[src/rtl/reg_rd_pkg.sv]
// rtl/reg_rd_pkg.sv - shared types and defaults for the read-once register port
package reg_rd_pkg;

    localparam int DEFAULT_NUM_REGS = 4;
    localparam int DEFAULT_DATA_W   = 16;
    localparam int ADDR_W           = 4;

    typedef enum logic [1:0] {
        ST_IDLE    = 2'd0,
        ST_CAPTURE = 2'd1,
        ST_RESP    = 2'd2
    } rd_state_t;

endpackage

[src/rtl/register_read_once_port_if.sv]
// rtl/register_read_once_port_if.sv - read request/response bundle (rd_parity present under REG_RD_PARITY_EN)
interface register_read_once_port_if #(
    parameter int DATA_W = 16
);
    logic              rd_req;
    logic [3:0]        rd_addr;
    logic              rd_ready;
    logic              rd_busy;
    logic              rd_valid;
    logic [DATA_W-1:0] rd_data;
    logic              rd_locked;
    logic              rd_err;
`ifdef REG_RD_PARITY_EN
    logic              rd_parity;

    modport master (
        output rd_req, rd_addr, rd_ready,
        input  rd_busy, rd_valid, rd_data, rd_locked, rd_err, rd_parity
    );

    modport slave (
        input  rd_req, rd_addr, rd_ready,
        output rd_busy, rd_valid, rd_data, rd_locked, rd_err, rd_parity
    );
`else
    modport master (
        output rd_req, rd_addr, rd_ready,
        input  rd_busy, rd_valid, rd_data, rd_locked, rd_err
    );

    modport slave (
        input  rd_req, rd_addr, rd_ready,
        output rd_busy, rd_valid, rd_data, rd_locked, rd_err
    );
`endif
endinterface

[src/rtl/reg_rd_parity.sv]
// rtl/reg_rd_parity.sv - even parity bit over a lock flag plus data word
module reg_rd_parity #(
    parameter int DATA_W = 16
) (
    input  logic [DATA_W:0] bits_in,
    output logic            parity
);

    // Parity bit makes the total count of ones (including itself) even
    assign parity = ^bits_in;

endmodule

[src/rtl/register_read_once_port.sv]
// rtl/register_read_once_port.sv - snapshot read port for write-once registers (option: REG_RD_PARITY_EN)
module register_read_once_port
    import reg_rd_pkg::*;
#(
    parameter int NUM_REGS = DEFAULT_NUM_REGS,
    parameter int DATA_W   = DEFAULT_DATA_W
) (
    input  logic                       Clk,
    input  logic                       ip_resetn,
    input  logic [NUM_REGS*DATA_W-1:0] reg_data,
    input  logic [NUM_REGS-1:0]        reg_locked,
    register_read_once_port_if.slave   rd_if
);

    rd_state_t         state_q;
    rd_state_t         state_d;
    logic [ADDR_W-1:0] addr_q;
    logic [DATA_W-1:0] data_q;
    logic              locked_q;
    logic              err_q;

    logic [DATA_W-1:0] sel_data;
    logic              sel_locked;
    logic              sel_err;
    logic              accept;
    logic              resp_valid;

    assign accept     = (state_q == ST_IDLE) && rd_if.rd_req;
    assign resp_valid = (state_q == ST_RESP);

    // State register; reset aborts any transfer in flight
    always_ff @(posedge Clk or negedge ip_resetn) begin
        if (!ip_resetn) begin
            state_q <= ST_IDLE;
        end else begin
            state_q <= state_d;
        end
    end

    // Next-state: one capture cycle, then hold the response until accepted
    always_comb begin
        state_d = state_q;
        case (state_q)
            ST_IDLE:    if (rd_if.rd_req)   state_d = ST_CAPTURE;
            ST_CAPTURE:                     state_d = ST_RESP;
            ST_RESP:    if (rd_if.rd_ready) state_d = ST_IDLE;
            default:                        state_d = ST_IDLE;
        endcase
    end

    // Latch the address only when a request is accepted; later requests are dropped
    always_ff @(posedge Clk or negedge ip_resetn) begin
        if (!ip_resetn) begin
            addr_q <= '0;
        end else if (accept) begin
            addr_q <= rd_if.rd_addr;
        end
    end

    // Register select; an out-of-range index matches nothing and yields zeros
    always_comb begin
        sel_data   = '0;
        sel_locked = 1'b0;
        for (int i = 0; i < NUM_REGS; i++) begin
            if (addr_q == ADDR_W'(i)) begin
                sel_data   = reg_data[i*DATA_W +: DATA_W];
                sel_locked = reg_locked[i];
            end
        end
        sel_err = ({1'b0, addr_q} >= 5'(NUM_REGS));
    end

    // Snapshot taken in CAPTURE so later register changes cannot disturb the response
    always_ff @(posedge Clk or negedge ip_resetn) begin
        if (!ip_resetn) begin
            data_q   <= '0;
            locked_q <= 1'b0;
            err_q    <= 1'b0;
        end else if (state_q == ST_CAPTURE) begin
            data_q   <= sel_data;
            locked_q <= sel_locked;
            err_q    <= sel_err;
        end
    end

    assign rd_if.rd_busy   = (state_q != ST_IDLE);
    assign rd_if.rd_valid  = resp_valid;
    assign rd_if.rd_data   = resp_valid ? data_q : '0;
    assign rd_if.rd_locked = resp_valid & locked_q;
    assign rd_if.rd_err    = resp_valid & err_q;

`ifdef REG_RD_PARITY_EN
    logic parity_d;
    logic parity_q;

    reg_rd_parity #(
        .DATA_W (DATA_W)
    ) u_parity (
        .bits_in ({sel_locked, sel_data}),
        .parity  (parity_d)
    );

    // Parity is captured alongside the data so it always describes the held response
    always_ff @(posedge Clk or negedge ip_resetn) begin
        if (!ip_resetn) begin
            parity_q <= 1'b0;
        end else if (state_q == ST_CAPTURE) begin
            parity_q <= parity_d;
        end
    end

    assign rd_if.rd_parity = resp_valid & parity_q;
`endif

endmodule

[src/flat_wrapper.sv]
// flat-port wrapper written by rule: the top's interface ports become plain ports
module register_read_once_port_flat import reg_rd_pkg::*;
#(
    parameter int NUM_REGS = DEFAULT_NUM_REGS,
    parameter int DATA_W   = DEFAULT_DATA_W
)
  (Clk, ip_resetn, reg_data, reg_locked, rd_if_rd_req, rd_if_rd_addr, rd_if_rd_ready, rd_if_rd_busy, rd_if_rd_valid, rd_if_rd_data, rd_if_rd_locked, rd_if_rd_err);
  register_read_once_port_if #(.DATA_W(DATA_W)) rd_if_i ();
  input  logic Clk;
  input  logic ip_resetn;
  input  logic [NUM_REGS*DATA_W-1:0] reg_data;
  input  logic [NUM_REGS-1:0] reg_locked;
  input wire logic [$bits(rd_if_i.rd_req)-1:0] rd_if_rd_req;
  input wire logic [$bits(rd_if_i.rd_addr)-1:0] rd_if_rd_addr;
  input wire logic [$bits(rd_if_i.rd_ready)-1:0] rd_if_rd_ready;
  output wire logic [$bits(rd_if_i.rd_busy)-1:0] rd_if_rd_busy;
  output wire logic [$bits(rd_if_i.rd_valid)-1:0] rd_if_rd_valid;
  output wire logic [$bits(rd_if_i.rd_data)-1:0] rd_if_rd_data;
  output wire logic [$bits(rd_if_i.rd_locked)-1:0] rd_if_rd_locked;
  output wire logic [$bits(rd_if_i.rd_err)-1:0] rd_if_rd_err;
  assign rd_if_i.rd_req = rd_if_rd_req;
  assign rd_if_i.rd_addr = rd_if_rd_addr;
  assign rd_if_i.rd_ready = rd_if_rd_ready;
  assign rd_if_rd_busy = rd_if_i.rd_busy;
  assign rd_if_rd_valid = rd_if_i.rd_valid;
  assign rd_if_rd_data = rd_if_i.rd_data;
  assign rd_if_rd_locked = rd_if_i.rd_locked;
  assign rd_if_rd_err = rd_if_i.rd_err;
  register_read_once_port #(.NUM_REGS(NUM_REGS), .DATA_W(DATA_W)) u_core (.Clk(Clk), .ip_resetn(ip_resetn), .reg_data(reg_data), .reg_locked(reg_locked), .rd_if(rd_if_i));
endmodule
[config.mk]
export PLATFORM = sky130hd
export DESIGN_NAME = register_read_once_port_flat
export DESIGN_NICKNAME = d
export VERILOG_FILES = /design/src/rtl/reg_rd_pkg.sv /design/src/rtl/register_read_once_port_if.sv /design/src/rtl/reg_rd_parity.sv /design/src/rtl/register_read_once_port.sv /design/src/flat_wrapper.sv
export SDC_FILE = /design/constraint.sdc
export NUM_CORES = 1
export LEC_CHECK = 0
export CORE_ASPECT_RATIO = 1.5
export CORE_MARGIN = 2
export CORE_UTILIZATION = 38
export CTS_BUF_LIST = sky130_fd_sc_hd__clkbuf_4 sky130_fd_sc_hd__clkbuf_8 sky130_fd_sc_hd__clkbuf_16
export DETAILED_ROUTE_END_ITERATION = 8
export GPL_TIMING_DRIVEN = 0
export PLACE_DENSITY = 0.84
export SKIP_LAST_GASP = 1
export SYNTH_ARGS = -nofsm -noshare
export SYNTH_HDL_FRONTEND = slang
export SYNTH_HIERARCHICAL = 1
export SYNTH_SLANG_ARGS = --single-unit
[constraint.sdc]
create_clock -name Clk -period 1.6 [get_ports Clk]
set_input_delay 0.24 -clock Clk [delete_from_list [all_inputs] [get_ports Clk]]
set_output_delay 0.24 -clock Clk [all_outputs]
set_load 0.05 [all_outputs]
==> impl_metrics.tcl, run 1 <==
set metrics [dict create \
    drive_gt1_share_pct 27.9 \
    yosysSeqAreaShare_pct 37.4 \
    fmax_ghz 0.615 \
    synth_compound_area_share_pct 27.2 \
    grt_antenna_before_repair 0 \
    tritoncts "built" \
    dr.pass1.iters 4 \
    gp_routability_congestion 0.780 \
    synthCells 156 \
    synth_xor_area_share_pct 0 \
    status "complete, but fails checks" \
    syn_area_um2 1610 \
    synth_mux_area_share_pct 14.0 \
    relSlewSlack_pct 26.8 \
    yosysMostFrequentCell "dfrtp_1" \
    synth_edf_count 0 \
    setup_viol 9 \
    synth-simple-area-share_pct 14.8 \
    drv_slew 0 \
    power_density_nw_per_um2 1500 \
    hold_class "register to register" \
    worstPathCellList "nor2b_4 -> buf_6 -> clkbuf_8 -> and2_4 -> buf_8" \
    yosysTopAreaCell "dfrtp_1" \
    top_level_ports 96 \
    drc_errors 0 \
    synthTopCellsByCount "dfrtp_1 (24), mux2i_1 (18), and2_1 (17)" \
    crit_type "register to output port" \
    ys.flop_type "dfrtp_1" \
    cts_max_path_buffers 2 \
    dr.first_iter.drc_count 30 \
    syn_area_per_cell_um2 10.3 \
    clk_latency_ps 260 \
    crit_path_end_kind "output port" \
    dpl-instance-area_um2 2630 \
    vdd_drop_max_mv 1.04 \
    fin_nets 335 \
    vias 1596 \
    grt_pass1_vias 1666 \
    ys_async_sr_fraction_pct 100 \
    die_y_um 83.6 \
    grt_pass1_wl_um 7730 \
    area_delta_synth_final_pct 72.6 \
    crit_arrival_ps 1390 \
    initial_core_util_pct 38.8 \
    finalWorstSetupSlack_ps -26.2 \
    fin_worst_skew_ps 3.02 \
    final_antenna_net_count 0 \
    synth-seq-cells 24 \
    ys_types 30 \
    crit_family "flip-flops" \
    grt_max_degree 25 \
    cp.required_ps 1360 \
    hpwl_um 3650 \
    worst-path-buf-inv 3 \
    cts.reportedPaths.clkPinSlew_ps 80 \
    viasPerCell 5.25 \
    wl_per_cell_um 15.5 \
    synth.top_cell.area_share_pct 37.4 \
    drv_cap 0 \
    cpPeakStageDelay_ps 430 \
    min_period_ps 1630 \
    cp_slowest_cell "dfrtp_1" \
    fin_util_pct 67.0 \
    hold_viol_final 0 \
    place.port_buffers 95 \
    track_usage_pct 20.3 \
    p_leak_nw 1.20 \
    finalCritPeriodShare_pct 102 \
    row_count 29 \
    root_buffer "clkbuf_8" \
    gr-total-overflow 0 \
    die-area_um2 4770 \
    synth_top_family_by_area "compound AO/OA/AOI/OAI gates" \
    hold_slack_ps 472 \
    fin_area_um2 2770 \
    antenna_cells 0 \
    design.core.area_um2 4140 \
    die_x_um 57.1 \
    synth_area_leaders "dfrtp_1 (37%), mux2i_1 (11%), and2_1 (6.6%), o31ai_2 (5.5%), o21ai_2 (4.9%)" \
    clkSinkCount 24 \
    violations "setup timing" \
    rsz0062_at_grt "true" \
    tightest_slew_ps 1090 \
    cts-hold-fix-buffers 0 \
    wl_um 4700 \
    finalSetupTns_ps -190 \
    ys.warnings.count 6 \
    path_max_fanout 6 \
    rrSetupSlack_ps 80 \
    syn_nets 232 \
    cts_made_buffers 3 \
    synthAdderAreaFrac_pct 0 \
    critPathLaunchType "register" \
    htreeDepth 1 \
]
[timing repair]
action                                  in CTS  in global routing
hold endpoints to repair                     0                  0
endpoints found under the setup margin      20                 19
resized for setup                          155                  3
cloned                                       2                  0
setup buffers                                1                  1
pin swaps                                    9                  0
[cells by family after synthesis]
logic type | after synthesis
AO/OA/AOI/OAI | 51
buffers and inverters | 20
flip-flops | 24
multiplexers | 22
AND/OR/NAND/NOR | 39
[report_power, final]
| part | switching [W] | total (W) | internal, W | leakage (nW) |
|---|---|---|---|---|
| combinational | 0.00146 | 0.00268 | 0.00122 | 0.856 |
| clock | 0.000182 | 0.000401 | 0.000219 | 0.0288 |
| sequential | 0.000179 | 0.00107 | 0.000887 | 0.312 |
[through the flow]
step | total power [W] | setup WS [ps] | cells
finish | 0.00415 | -26.2 | 304
global route | 0.00442 | -70.4 | 304
CTS | 0.00418 | -46.4 | 304
detailed placement | 0.00359 | -623 | 297
global placement | 0.00353 | -620 | 297
floorplan | 0.00282 | 0.490 | 156
[cell type report]
cell class	count	area (um2)
well taps	46	57.6
clock buffers	4	55.1
fillers	352	1370
flip-flops and latches	24	601
plain buffers	14	98.8
multi-input cells	112	930
inverters	5	18.8
repair buffers	99	1010
[final timing paths]
path | startpoint | endpoint | cells after the start
worst max-delay path | u_core/state_q[0] | rd_if_rd_data[11] | 5
worst min-delay path | u_core/locked_q | u_core/locked_q | 2
worst max register to register | u_core/state_q[0] | u_core/addr_q[2] | 4
worst min register to register | u_core/locked_q | u_core/locked_q | 2
max in group asynchronous | ip_resetn | u_core/data_q[15] | 1
min in group asynchronous | ip_resetn | u_core/data_q[12] | 1
[metal layers]
layer / up-vias / part of all wire, % / GRT usage [%]
li1: 779 / - / -
met1: 759 / 39 / 23.8
met2: 54 / 55 / 37.2
met3: 4 / 5.3 / 3.41
met4: 0 / 0.89 / 5.29
met5: - / 0 / 0
[placed cells by master (no fill, tap or decap), drive strengths merged, types with 2 or more instances in the layout]
master	Yosys	final
o21ai	11	11
nor2	2	2
a21boi	7	7
a32oi	8	8
dfrtp	24	24
nand2b	2	2
buf	10	33
clkbuf	5	9
o22ai	7	7
or3	2	2
mux2i	18	18
nand2	9	9
and2	18	18
clkdlybuf4s50	0	75
inv	5	5
or2	2	2
o22a	9	9
mux2	4	4
o31ai	7	7
[worst register-to-register path, stage by stage (launching register included)]
cell and delay, ps:
dfrtp_1 430, buf_4 150, or2_1 250, nor2_2 220
mux2_2 370
[registers in the layout, indices dropped and copies added (netlist names)]
register	flops
u_core/data_q	16
u_core/locked_q	1
u_core/state_q	2
u_core/err_q	1
u_core/addr_q	4
Power figures use the tool's default switching activity.
==> inputs of run 2 (changes only) <==
--- a/config.mk
+++ b/config.mk
@@ -12,7 +12,6 @@
 export DETAILED_ROUTE_END_ITERATION = 8
 export GPL_TIMING_DRIVEN = 0
 export PLACE_DENSITY = 0.84
-export SKIP_LAST_GASP = 1
 export SYNTH_ARGS = -nofsm -noshare
 export SYNTH_HDL_FRONTEND = slang
 export SYNTH_HIERARCHICAL = 1
==> run 2 against run 1 <==
Effect of this change: final cell count unchanged; critical path depth unchanged; fmax barely moved; the run still ends with setup timing left; sequential cell count did not move; sequential power about the same; combinational power is essentially flat.
==> impl_metrics.tcl, run 2 (synthesized netlist as in run 1, its figures left out) <==
set metrics [dict create \
    cp_slowest_cell "dfrtp_1" \
    dr.first_iter.drc_count 31 \
    place_ws_ps -623 \
    row_count 29 \
    top_level_ports 96 \
    die-area_um2 4770 \
    cts_max_path_buffers 2 \
    htreeDepth 1 \
    cts-hold-fix-buffers 0 \
    initial_core_util_pct 38.8 \
    grt_antenna_before_repair 0 \
    relSlewSlack_pct 26.8 \
    min_period_ps 1630 \
    cp.required_ps 1360 \
    hold_viol_final 0 \
    r2r-start "u_core/state_q[0]" \
    worst-path-buf-inv 3 \
    dpl-instance-area_um2 2630 \
    rrSetupSlack_ps 80 \
    path_max_fanout 6 \
    tightest_slew_ps 1090 \
    viasPerCell 5.26 \
    gp_routability_congestion 0.780 \
    mostFrequentLayoutCells "clkdlybuf4s50_1 (75), dfrtp_1 (24), mux2i_1 (18)" \
    power_density_nw_per_um2 1500 \
    finalWorstSetupSlack_ps -25.1 \
    cts.reportedPaths.clkPinSlew_ps 80 \
    hold_class "register to register" \
    fmax_ghz 0.615 \
    worstPathCellList "nor2b_4 -> buf_6 -> clkbuf_8 -> and2_4 -> buf_8" \
    final_antenna_net_count 0 \
    antenna_cells 0 \
    wl_per_cell_um 15.5 \
    r2r-end "u_core/addr_q[2]" \
    drive_gt1_share_pct 28.3 \
    track_usage_pct 20.3 \
    dr.pass1.iters 4 \
    min_from "u_core/locked_q" \
    clkSinkCount 24 \
    grt_max_degree 25 \
    stdcell_count 304 \
    violations "setup timing" \
    cts_made_buffers 3 \
    drv_cap 0 \
    critPathLaunchType "register" \
    hpwl_um 3650 \
    fin_area_um2 2770 \
    design.core.area_um2 4140 \
    root_buffer "clkbuf_8" \
    status "complete, but fails checks" \
    crit_arrival_ps 1390 \
    vdd_drop_max_mv 1.04 \
    rsz0062_at_grt "true" \
    grt_pass1_wl_um 7730 \
    fin_nets 335 \
    place.port_buffers 95 \
    cpPeakStageDelay_ps 430 \
    fin_worst_skew_ps 3.02 \
    hold_depth 2 \
    hold_end "u_core/locked_q" \
    tritoncts "built" \
    largest_reg_flops 16 \
    top_register "u_core/data_q" \
    clk_latency_ps 260 \
    gr-total-overflow 0 \
    vias 1600 \
    drv_slew 0 \
    finalCritPeriodShare_pct 102 \
    crit_type "register to output port" \
    wl_um 4700 \
    setup_viol 9 \
    area_delta_synth_final_pct 72.7 \
    top_regs "u_core/data_q x16, u_core/addr_q x4, u_core/state_q x2" \
    placedCellCount 297 \
    reg2reg_depth 4 \
    die_y_um 83.6 \
    grt_pass1_vias 1666 \
    die_x_um 57.1 \
    crit_family "flip-flops" \
    crit_path_end_kind "output port" \
    p_leak_nw 1.20 \
    final_common_cell "clkdlybuf4s50_1" \
    drc_errors 0 \
]
-- run 2: layout make-up --
cell class,count,area (um2)
inverters,5,18.8
fillers,351,1360
repair buffers,99,1010
multi-input cells,112,932
plain buffers,14,98.8
flip-flops and latches,24,601
clock buffers,4,55.1
well taps,46,57.6
-- run 2: timing repair --
| action | in CTS | in global routing |
|---|---|---|
| cloned | 2 | 0 |
| resized for setup | 155 | 4 |
| setup buffers | 1 | 1 |
| setup endpoints to repair | 20 | 19 |
| pin swaps | 9 | 0 |
-- run 2: power breakdown --
part | switching (W) | total (W) | internal, W
Clock | 0.000182 | 0.000401 | 0.000219
Combinational | 0.00146 | 0.00269 | 0.00123
Sequential | 0.000179 | 0.00107 | 0.000887
-- run 2: per-layer routing --
metal	global-route usage, %	vias to the layer above	share of wire, %
met2	37.2	54	55
met1	23.8	763	38
met3	3.41	4	5.3
li1	-	779	-
met4	5.29	0	0.89
met5	0	-	0
-- run 2: per-stage QoR --
step,util [%],total power [W],setup TNS [ps],hold WS [ps]
after floorplan,-,0.00282,0,-55.6
after global placement,63.5,0.00353,-9080,452
after detailed placement,63.5,0.00359,-9280,457
after CTS,66.8,0.00418,-397,476
after global routing,67.0,0.00442,-616,498
final,67.0,0.00416,-180,472
-- run 2: worst max-delay path by stage --
stage	to	slack [ps]	from	depth (start not counted)
floorplan	rd_if_rd_err	0.5	u_core/state_q[1]	4
global placement	rd_if_rd_data[8]	-620	u_core/state_q[1]	5
detailed placement	rd_if_rd_data[8]	-620	u_core/state_q[1]	5
CTS	rd_if_rd_data[8]	-50	u_core/state_q[0]	5
global route	rd_if_rd_data[6]	-70	u_core/state_q[0]	5
finish	rd_if_rd_data[11]	-30	u_core/state_q[0]	5
-- run 2: worst min-delay path: stages, from the launching register on --
cell	delay [ps]
dfrtp_1	340
nand2_1	60
o21ai_2	50
